--- src/rtl/sram_like_arbiter.sv ---
// sram_like_arbiter
//   Arbitrates two sram-like requesters (inst, data) onto one shared
//   sram-like bus port. A requester that has been granted but has not yet
//   seen bus_addr_ok is locked onto the bus. Responses are routed back in
//   order using a FIFO of requester IDs.
//
// Parameters
//   OUTSTANDING : maximum number of accepted-but-unanswered requests
//                 (power of two, 2..8)
// Ports
//   clk, reset                        clock, async active-high reset
//   inst_* / data_*                   requester sides (req, wr, size, wstrb,
//                                     addr, wdata in; addr_ok, data_ok,
//                                     rdata out)
//   bus_*                             shared bus side
//   arb_err                           sticky flag: response with no
//                                     outstanding request
// Build option
//   ARB_ROUND_ROBIN_EN : when defined, ties alternate using a last_grant
//                        register; when undefined, ties go to data.
module sram_like_arbiter #(
  parameter int OUTSTANDING = 4
) (
  input  logic        clk,
  input  logic        reset,
  input  logic        inst_req,
  input  logic        inst_wr,
  input  logic [1:0]  inst_size,
  input  logic [3:0]  inst_wstrb,
  input  logic [31:0] inst_addr,
  input  logic [31:0] inst_wdata,
  output logic        inst_addr_ok,
  output logic        inst_data_ok,
  output logic [31:0] inst_rdata,
  input  logic        data_req,
  input  logic        data_wr,
  input  logic [1:0]  data_size,
  input  logic [3:0]  data_wstrb,
  input  logic [31:0] data_addr,
  input  logic [31:0] data_wdata,
  output logic        data_addr_ok,
  output logic        data_data_ok,
  output logic [31:0] data_rdata,
  output logic        bus_req,
  output logic        bus_wr,
  output logic [1:0]  bus_size,
  output logic [3:0]  bus_wstrb,
  output logic [31:0] bus_addr,
  output logic [31:0] bus_wdata,
  input  logic        bus_addr_ok,
  input  logic        bus_data_ok,
  input  logic [31:0] bus_rdata,
  output logic        arb_err
);
  localparam int PW = $clog2(OUTSTANDING);
  localparam int CW = PW + 1;

  typedef enum logic [1:0] {IDLE, LOCK_I, LOCK_D} state_t;

  state_t                 r_state, w_next;
  logic [OUTSTANDING-1:0] r_ids;
  logic [PW-1:0]          r_wp, r_rp;
  logic [CW-1:0]          r_cnt;
  logic                   r_err;
  logic                   w_full, w_empty, w_gnt, w_id, w_tie_id;
  logic                   w_push, w_pop;

  assign w_full  = (r_cnt == CW'(OUTSTANDING));
  assign w_empty = (r_cnt == '0);

`ifdef ARB_ROUND_ROBIN_EN
  logic r_last_grant;  // 0 = inst, 1 = data
  assign w_tie_id = ~r_last_grant;
  always_ff @(posedge clk or posedge reset) begin
    if (reset)       r_last_grant <= 1'b0;
    else if (w_push) r_last_grant <= w_id;
  end
`else
  assign w_tie_id = 1'b1;
`endif

  // Grant / next-state. w_id: 0 = inst, 1 = data.
  always_comb begin
    w_gnt  = 1'b0;
    w_id   = 1'b0;
    w_next = r_state;
    case (r_state)
      IDLE: begin
        if (!w_full) begin
          if (inst_req && data_req) begin w_gnt = 1'b1; w_id = w_tie_id; end
          else if (inst_req)        begin w_gnt = 1'b1; w_id = 1'b0; end
          else if (data_req)        begin w_gnt = 1'b1; w_id = 1'b1; end
        end
        if (w_gnt && !bus_addr_ok) w_next = w_id ? LOCK_D : LOCK_I;
      end
      LOCK_I: begin
        // Dropped request abandons the lock without a push.
        if (!inst_req) w_next = IDLE;
        else begin
          w_id  = 1'b0;
          w_gnt = !w_full;  // lock held, but bus_req masked while full
          if (w_gnt && bus_addr_ok) w_next = IDLE;
        end
      end
      LOCK_D: begin
        if (!data_req) w_next = IDLE;
        else begin
          w_id  = 1'b1;
          w_gnt = !w_full;
          if (w_gnt && bus_addr_ok) w_next = IDLE;
        end
      end
      default: w_next = IDLE;
    endcase
    if (reset) w_gnt = 1'b0;
  end

  assign bus_req   = w_gnt;
  assign bus_wr    = w_gnt ? (w_id ? data_wr    : inst_wr)    : 1'b0;
  assign bus_size  = w_gnt ? (w_id ? data_size  : inst_size)  : 2'd0;
  assign bus_wstrb = w_gnt ? (w_id ? data_wstrb : inst_wstrb) : 4'd0;
  assign bus_addr  = w_gnt ? (w_id ? data_addr  : inst_addr)  : 32'd0;
  assign bus_wdata = w_gnt ? (w_id ? data_wdata : inst_wdata) : 32'd0;

  assign w_push = w_gnt && bus_addr_ok;
  assign w_pop  = bus_data_ok && !w_empty && !reset;

  assign inst_addr_ok = w_push && !w_id;
  assign data_addr_ok = w_push &&  w_id;
  assign inst_data_ok = w_pop && !r_ids[r_rp];
  assign data_data_ok = w_pop &&  r_ids[r_rp];
  assign inst_rdata   = bus_rdata;
  assign data_rdata   = bus_rdata;
  assign arb_err      = r_err;

  always_ff @(posedge clk or posedge reset) begin
    if (reset) begin
      r_state <= IDLE;
      r_ids   <= '0;
      r_wp    <= '0;
      r_rp    <= '0;
      r_cnt   <= '0;
      r_err   <= 1'b0;
    end else begin
      r_state <= w_next;
      if (w_push) begin
        r_ids[r_wp] <= w_id;
        r_wp        <= r_wp + PW'(1);
      end
      if (w_pop) r_rp <= r_rp + PW'(1);
      case ({w_push, w_pop})
        2'b10:   r_cnt <= r_cnt + CW'(1);
        2'b01:   r_cnt <= r_cnt - CW'(1);
        default: r_cnt <= r_cnt;
      endcase
      if (bus_data_ok && w_empty) r_err <= 1'b1;
    end
  end
endmodule
--- config.mk ---
export PLATFORM = sky130hd
export DESIGN_NAME = sram_like_arbiter
export DESIGN_NICKNAME = d
export VERILOG_FILES = /design/src/rtl/sram_like_arbiter.sv
export SDC_FILE = /design/constraint.sdc
export NUM_CORES = 1
export LEC_CHECK = 0
export BUFFER_PORTS_ARGS = -buffer_cell sky130_fd_sc_hd__buf_4
export CORE_AREA = 2 2 124 126
export DETAILED_ROUTE_END_ITERATION = 16
export DIE_AREA = 0 0 126 128
export SLEW_MARGIN = 40
export SYNTH_ARGS = -nofsm -noshare
export SYNTH_HDL_FRONTEND = slang
export SYNTH_SLANG_ARGS = --single-unit
--- constraint.sdc ---
create_clock -name clk -period 4.2 [get_ports clk]
set_input_delay 0.42 -clock clk [delete_from_list [all_inputs] [get_ports clk]]
set_output_delay 0.42 -clock clk [all_outputs]
set_load 0.02 [all_outputs]
**Yosys cells after proc, flatten, opt, wreduce, memory -nomap -nowiden**

Index checks and enable logic that the tools add are counted.

- $add $sub $neg: 4
- Magnitude comparators: 3
- Equality and inequality tests: 6
- Multiplexer cells: 36
- Reductions and logical operators: 21

Operators with widths:

| cell | number |
|---|---|
| $mux 32 | 4 |
| $mux 1 | 16 |
| $mux 2 | 7 |
| $logic_and 1x1->1 | 12 |
| $mux 4 | 2 |
| $logic_not 1->1 | 6 |
| $lt 2x3->1 const B | 2 |
| $pmux 2 s3 | 1 |
| $pmux 3 s2 | 1 |
| $add 2x1->2 const B | 2 |
| $bwmux 4 | 1 |
| $eq 2x1->1 const B | 2 |
| $eq 2x2->1 const B | 2 |
| $add 3x1->3 const B | 1 |
| $eq 3x3->1 const B | 1 |
| $logic_not 3->1 | 1 |
| $pmux 1 s3 | 1 |
| $sub 3x1->3 const B | 1 |
| $bmux 1 s2 | 1 |
| $demux 1 s2 | 1 |
| $ge 2x1->1 const B | 1 |
| $logic_not 2->1 | 1 |
| $ne 2x2->1 const B | 1 |
| $pmux 1 s2 | 1 |
| $reduce_bool 2->1 | 1 |

- Bits in registers: 14
- Input bits: 180
- Output and inout port bits: 141
- Logic and storage cells: 76

**Longest topological paths before layout**

Gate-level depths: netlist of the first run.

- Depth in word-level cells: 10
- Mapped depth: 11
- Mapped depth without buffers: 11

**Least setup slack after synthesis of the first run**

No wires, ideal clock.

- Path type: register to output
- Start: reg r_state[0]
- End: out bus_wdata[21]
- Data arrival time: 1.857 ns
- Data required time: 3.780 ns
- Setup slack: 1.923 ns
- Stages on the path, launching flop included: 9
- Path buffers: 2
- Path through: dfrtp_1 > inv_1 > ha_1 > nor2b_1 > o21ai_0 > a211o_1 > buf_6 > buf_6 > a21oi_1

- Word-level cells in the longest chain between the ends: 4
- Elaborated cells between the ends (all ways): 8
- Classes of those cells: eq/ne (2); mux (5); reduce/logical (1)

RTL lines:

| element | line | RTL |
|---|---|---|
| start: declaration | 60 | `state_t r_state, w_next;` |
| start signal: assignment | 145 | `r_state <= w_next;` |
| $eq 2x2->1 (tied with other cells) | 87 | `case (r_state)` |
| $pmux 1 s3 or $pmux 1 s2 (tied branches) | 87 |  |
| $mux 1 or $mux 32 (tied branches) | 115, 123 |  |
| $mux 32 * | 123 | `assign bus_wdata = w_gnt ? (w_id ? data_wdata : inst_wdata) : 32'd0;` |
| end: declaration | 49 | `output logic [31:0] bus_wdata,` |

Every way passes the cells marked *; elsewhere a longest branch is shown, timed or not.

**Worst setup path in the final report of the first run**

- Start: reg r_cnt[0]
- End: out bus_wdata[9]

- Word-level cells in the longest chain between the ends: 6
- Elaborated cells between the ends (all ways): 13
- Classes of those cells: eq/ne (1); mux (11); reduce/logical (1)

RTL lines:

| element | line | RTL |
|---|---|---|
| start: declaration | 63 | `logic [CW-1:0] r_cnt;` |
| start signal: assignment | 152 | `2'b10: r_cnt <= r_cnt + CW'(1);` |
| start signal: assignment | 153 | `2'b01: r_cnt <= r_cnt - CW'(1);` |
| start signal: assignment | 154 | `default: r_cnt <= r_cnt;` |
| $eq 3x3->1 * | 68 | `assign w_full = (r_cnt == CW'(OUTSTANDING));` |
| $mux 1 or $logic_not 1->1 (tied branches) | 89, 101, 109 |  |
| $mux 1, on equally long branches | 87, 106, 98 |  |
| $pmux 1 s3 or $pmux 1 s2 (tied branches) | 87 |  |
| $mux 1 or $mux 32 (tied branches) | 115, 123 |  |
| $mux 32 * | 123 |  |

Every way passes the cells marked *; elsewhere a longest branch is shown, timed or not. The select of a mux whose other input is x is not followed.

==> results of run 1 <==
per-stage QoR:
| step | total power, W | cells | setup slack (ps) | cell area, um2 | hold WS (ps) |
|---|---|---|---|---|---|
| 2_1_floorplan | 0.00167 | 390 | 1920 | 2570 | 309 |
| 3_3_place_gp | 0.00223 | 718 | 1330 | 3910 | 444 |
| 3_5_place_dp | 0.00226 | 719 | 1370 | 3920 | 449 |
| 4_1_cts | 0.00245 | 722 | 1100 | 4000 | 291 |
| 5_1_grt | 0.00264 | 722 | 940 | 4000 | 315 |
| 6_report | 0.00241 | 723 | 1130 | 4000 | 270 |
routing by layer:
layer / vias up / part of all wire (%) / track usage [%]
met1: 1259 / 39 / 15.2
met4: 0 / 0.48 / 1.23
li1: 1486 / - / -
met3: 6 / 12 / 4.76
met5: - / 0 / 0
met2: 191 / 49 / 19.6
cell type report:
| type | instances | area [um2] |
|---|---|---|
| multi-input combinational | 276 | 1540 |
| antenna | 1 | 2.50 |
| fill | 1672 | 10900 |
| inverter | 12 | 45.0 |
| sequential | 14 | 350 |
| clock buffer | 3 | 75.1 |
| tap | 188 | 235 |
| timing repair buffer | 229 | 1750 |
cell families after synthesis:
group           share of synthesized area [%]
compound gates                           21.8
xor+xnor                                 2.04
fa+ha+maj                                5.16
buf+inv                                  27.0
flops                                    13.6
mux                                      3.02
simple gates                             27.3
sequential cells by signal, summed over array words and instances, names as in the netlist:
register  cells
r_wp          2
r_cnt         3
r_rp          2
arb_err       1
r_state       2
r_ids         4
power by group through the flow:
stage / Clock [W] / Sequential, W / Combinational, W
6_report: 0.000175 / 0.000264 / 0.00197
5_1_grt: 0.000187 / 0.000275 / 0.00217
4_1_cts: 0.000178 / 0.000265 / 0.00200
3_5_place_dp: 0 / 0.000266 / 0.00199
3_3_place_gp: 0 / 0.000264 / 0.00197
2_1_floorplan: 0 / 0.000258 / 0.00141
worst max-delay path, cell delays in order, from the launching register on:
cell     delay, ps
dfrtp_1        440
nor3b_4        440
o21a_2         690
buf_12         290
nand2_1         80
a21oi_1        230
buf_4          190
path summary, 6_finish.rpt:
| path | from | to | slack, ps | cells after the start |
|---|---|---|---|---|
| min in group clk | bus_data_ok | arb_err$_DFFE_PP0P_ | 380 | 2 |
| hold / removal | reset | arb_err$_DFFE_PP0P_ | 270 | 2 |
| hold reg to reg | arb_err$_DFFE_PP0P_ | arb_err$_DFFE_PP0P_ | 460 | 1 |
| setup / recovery | r_cnt[0]$_DFFE_PP0P_ | bus_wdata[9] | 1130 | 6 |
| max in group asynchronous | reset | r_ids[2]$_DFFE_PP0P_ | 3570 | 2 |
| setup reg to reg | r_state[0]$_DFFE_PP0P_ | r_ids[0]$_DFFE_PP0P_ | 1720 | 8 |
placed cells by master (no fill, tap or decap), drive strengths merged, types with 2 or more instances in the layout:
cell type  Yosys  routed
dfrtp         14      14
o21ai          3       3
a21oi         73      73
nand2b         2       2
xor2           3       3
mux2           4       4
clkbuf         3       3
xnor2          3       3
buf           85     229
nand2        147     147
nor2           4       4
inv           12      12
and4           2       2
nor3b          3       3
nor2b          2       2
a21o           3       3
ha             9       9
==> flow_summary.json, run 1 <==
{
  "cp-start-kind": "flop",
  "synth-async-reset-ratio_pct": 100,
  "path_max_fanout": 38,
  "rsz0062_at_grt": "false",
  "num_io_pins": 321,
  "critPathKind": "flop to output pin",
  "cts_resized": 0,
  "cts.hold.buffers_added": 0,
  "ys_ff_latch": 14,
  "cts_htree_levels": 1,
  "core_um2": 14900,
  "drv_cap": 0,
  "cts_tree": "built",
  "cts-root-buf": "clkbuf_16",
  "grt_pass1_vias": 2740,
  "post_cts_buffers": 0,
  "grt_pass1_wl_um": 15500,
  "arrival_ps": 2650,
  "grt_max_degree": 41,
  "area_growth_pct": 55.5,
  "dieArea_um2": 16100,
  "drt_iter0_markers": 63,
  "dr.pass1.iters": 4,
  "pwr-share-seq_pct": 11.0,
  "setup_viol": 0,
  "ir_drop_mv": 0.297,
  "overflow": 0,
  "fmax_mhz": 325,
  "drc": 0,
  "cts.sink_count": 14,
  "cp.required_ps": 3780,
  "yosysSeqAreaShare_pct": 13.6,
  "worstMarginPinSlew_ps": 729,
  "routedWlPerCell_um": 14.5,
  "grt_usage_pct": 11.9,
  "status": "complete, no violations",
  "worst_skew_pair.late_latency_ps": 240,
  "final_util_pct": 26.9,
  "fin_tns_setup_ps": 0,
  "yosys.area.top_type": "nand2_1",
  "antenna_found_initial": 1,
  "cts_buffers": 3,
  "wl_um": 10500,
  "synth_commonest_cells": "147 x nand2_1, 65 x buf_4, 50 x a21oi_1",
  "clkSlewWorstSetupHoldPaths_ps": 50,
  "max-slew-margin-rel_pct": 51.4,
  "num_vias": 2942,
  "vias_per_cell": 4.07,
  "synthFlopType": "dfrtp_1",
  "maxSlewViolCount": 0,
  "hold_viol": 0,
  "synth_top_area_share_pct": 21.4,
  "period_share_pct": 73.2,
  "synth_edf_count": 0,
  "p_sw_w": 0.00129,
  "synth_cells": 390,
  "power.leakage_nw": 2.06,
  "skew_ps": 4.75,
  "die_w_um": 126,
  "fp-row-count": 45,
  "synth_most_common_cell": "nand2_1",
  "synthDistinctLibCells": 41,
  "drive_above_1_share_pct": 49.8,
  "p_per_area_nw_per_um2": 601,
  "p_comb_share_pct": 81.8,
  "dp_hpwl_um": 8660,
  "final_nets": 726,
  "cts_buffer_depth": 2,
  "place_congestion": 0.738,
  "ant_nets": 0,
  "synth_area_leaders": "nand2_1 21%, buf_4 19%, dfrtp_1 14%",
  "start_util_pct": 17.3,
  "hold_path.class": "input pin to asynchronous set/reset pin",
  "cp-end-kind": "output pin",
  "synth_fp_nets": 580,
  "yosysWarnings": 0,
  "numPortBuffers": 224,
  "syn_area_um2": 2570,
  "p_int_w": 0.00112,
  "die_h_um": 128,
  "avgSynthCellArea_um2": 6.60,
  "fin_crit_ps": 3070,
  "clkPwrFrac_pct": 7.3,
  "p_sw_share_pct": 53.5
}
No activity file was read; power rests on OpenSTA's default activity.
==> inputs of run 2 (changes only) <==
CORE_AREA = 2 2 126 128   (was 2 2 124 126)
DIE_AREA = 0 0 128 130   (was 0 0 126 128)
clock period = 3.2 ns   (was 4.2 ns; I/O delays follow)
==> flow_summary.json, run 2 (same netlist as run 1, synthesis figures left out) <==
{
  "hold_viol": 0,
  "hold_path.class": "input pin to asynchronous set/reset pin",
  "drc": 0,
  "worst_skew_pair.late_latency_ps": 240,
  "num_vias": 2958,
  "grt_pass1_wl_um": 14800,
  "layout_commonest_cell": "buf_4",
  "diodes": 0,
  "power.leakage_nw": 2.06,
  "num_io_pins": 321,
  "final_cell_mix": "231 x buf_4, 147 x nand2_1, 50 x a21oi_1",
  "dp_hpwl_um": 8480,
  "start_util_pct": 16.7,
  "rsz0062_at_grt": "false",
  "core_um2": 15400,
  "final_util_pct": 25.8,
  "worst_r2r_endpoint": "r_cnt[2]$_DFFE_PP0P_",
  "p_per_area_nw_per_um2": 786,
  "cp-end-kind": "output pin",
  "worstMarginPinSlew_ps": 546,
  "place_ws_ps": 729,
  "post_cts_buffers": 0,
  "final_nets": 728,
  "cp.required_ps": 2880,
  "dieArea_um2": 16600,
  "fp-row-count": 46,
  "ir_drop_mv": 0.390,
  "ant_nets": 0,
  "grt_usage_pct": 11.1,
  "grt_pass1_vias": 2689,
  "routedWlPerCell_um": 14.3,
  "seqCellArea_um2": 350,
  "cts_buffers": 3,
  "ff2ff_setup_slack_ps": 710,
  "antenna_found_initial": 0,
  "timing.rr.start": "r_state[0]$_DFFE_PP0P_",
  "arrival_ps": 2380,
  "period_share_pct": 84.4,
  "cts_tree": "built",
  "hold-worst-slack_ps": 172,
  "die_w_um": 128,
  "status": "complete, no violations",
  "drv_cap": 0,
  "setup_viol": 0,
  "critPathKind": "flop to output pin",
  "drive_above_1_share_pct": 50.0,
  "largest_reg_flops": 4,
  "area_growth_pct": 55.0,
  "final_cells": 728,
  "cts_resized": 0,
  "fmax_mhz": 370,
  "max-slew-margin-rel_pct": 63.6,
  "dp.cells": 725,
  "grt_max_degree": 50,
  "largest_register": "r_ids",
  "maxSlewViolCount": 0,
  "cts.sink_count": 14,
  "numPortBuffers": 224,
  "fin_tns_setup_ps": 0,
  "cts.hold.buffers_added": 0,
  "rr_worst_depth": 11,
  "clkSlewWorstSetupHoldPaths_ps": 50,
  "cp-start-kind": "flop",
  "die_h_um": 130,
  "dr.pass1.iters": 4,
  "place_congestion": 0.736,
  "cts_buffer_depth": 2,
  "vias_per_cell": 4.06,
  "largest_registers": "r_ids (4), r_cnt (3)",
  "overflow": 0,
  "fillCellCount": 1726,
  "finalWorstSetupSlack_ps": 498,
  "drt_iter0_markers": 136,
  "cts-root-buf": "clkbuf_16",
  "path_max_fanout": 45,
  "cts_htree_levels": 1,
  "multi_input_area_um2": 1540,
  "skew_ps": 2.91,
  "fin_crit_ps": 2700,
  "wl_um": 10400
}
run 2: cell count changes in the layout (fill, tap and decap cells not counted), sizes merged:
cell   previous run  this run
diode             1         0
buf             229       231
run 2: power breakdown:
group	total, W	leakage (nW)	internal (W)	switching, W
registers	0.000351	0.169	0.000266	0.0000849
clock network	0.000230	0.0370	0.000163	0.0000668
logic	0.00255	1.85	0.00100	0.00155
run 2: routing by layer:
layer  track usage, %  vias to the layer above  wire length, um
met5                0                        -                0
met4             1.87                        0               72
met3             3.28                       10             1010
met2             19.8                      182             5250
met1             13.5                     1275             4080
li1                 -                     1491                -
run 2: area by class of cell:
class / instances / area share, %
Clock buffer: 3 / 1.88
Inverter: 12 / 1.13
Multi-Input combinational cell: 276 / 38.7
Sequential cell: 14 / 8.79
Tap cell: 192 / 6.03
Timing Repair Buffer: 231 / 43.5
run 2: stage by stage:
step           total power [W]  cell area (um2)
2_1_floorplan          0.00219             2570
3_3_place_gp           0.00292             3910
3_5_place_dp           0.00293             3910
4_1_cts                0.00317             3990
5_1_grt                0.00342             3990
6_report               0.00313             3990
run 2: worst max-delay path by stage:
stage	start	to
2_1_floorplan	r_state[0]$_DFFE_PP0P_	r_cnt[2]$_DFFE_PP0P_
3_3_place_gp	r_cnt[0]$_DFFE_PP0P_	bus_addr[23]
3_5_place_dp	r_state[0]$_DFFE_PP0P_	r_cnt[2]$_DFFE_PP0P_
4_1_cts	r_state[0]$_DFFE_PP0P_	bus_addr[23]
5_1_grt	r_state[0]$_DFFE_PP0P_	bus_addr[23]
6_report	r_state[0]$_DFFE_PP0P_	bus_addr[23]
run 2: worst max-delay path: stages, from the launching register on:
cell and delay [ps]:
dfrtp_1 400, inv_1 80, ha_1 320, nor2b_1 120, o21ai_0 100, a211o_2 360, buf_4 280, a21oi_1 270
buf_4 190
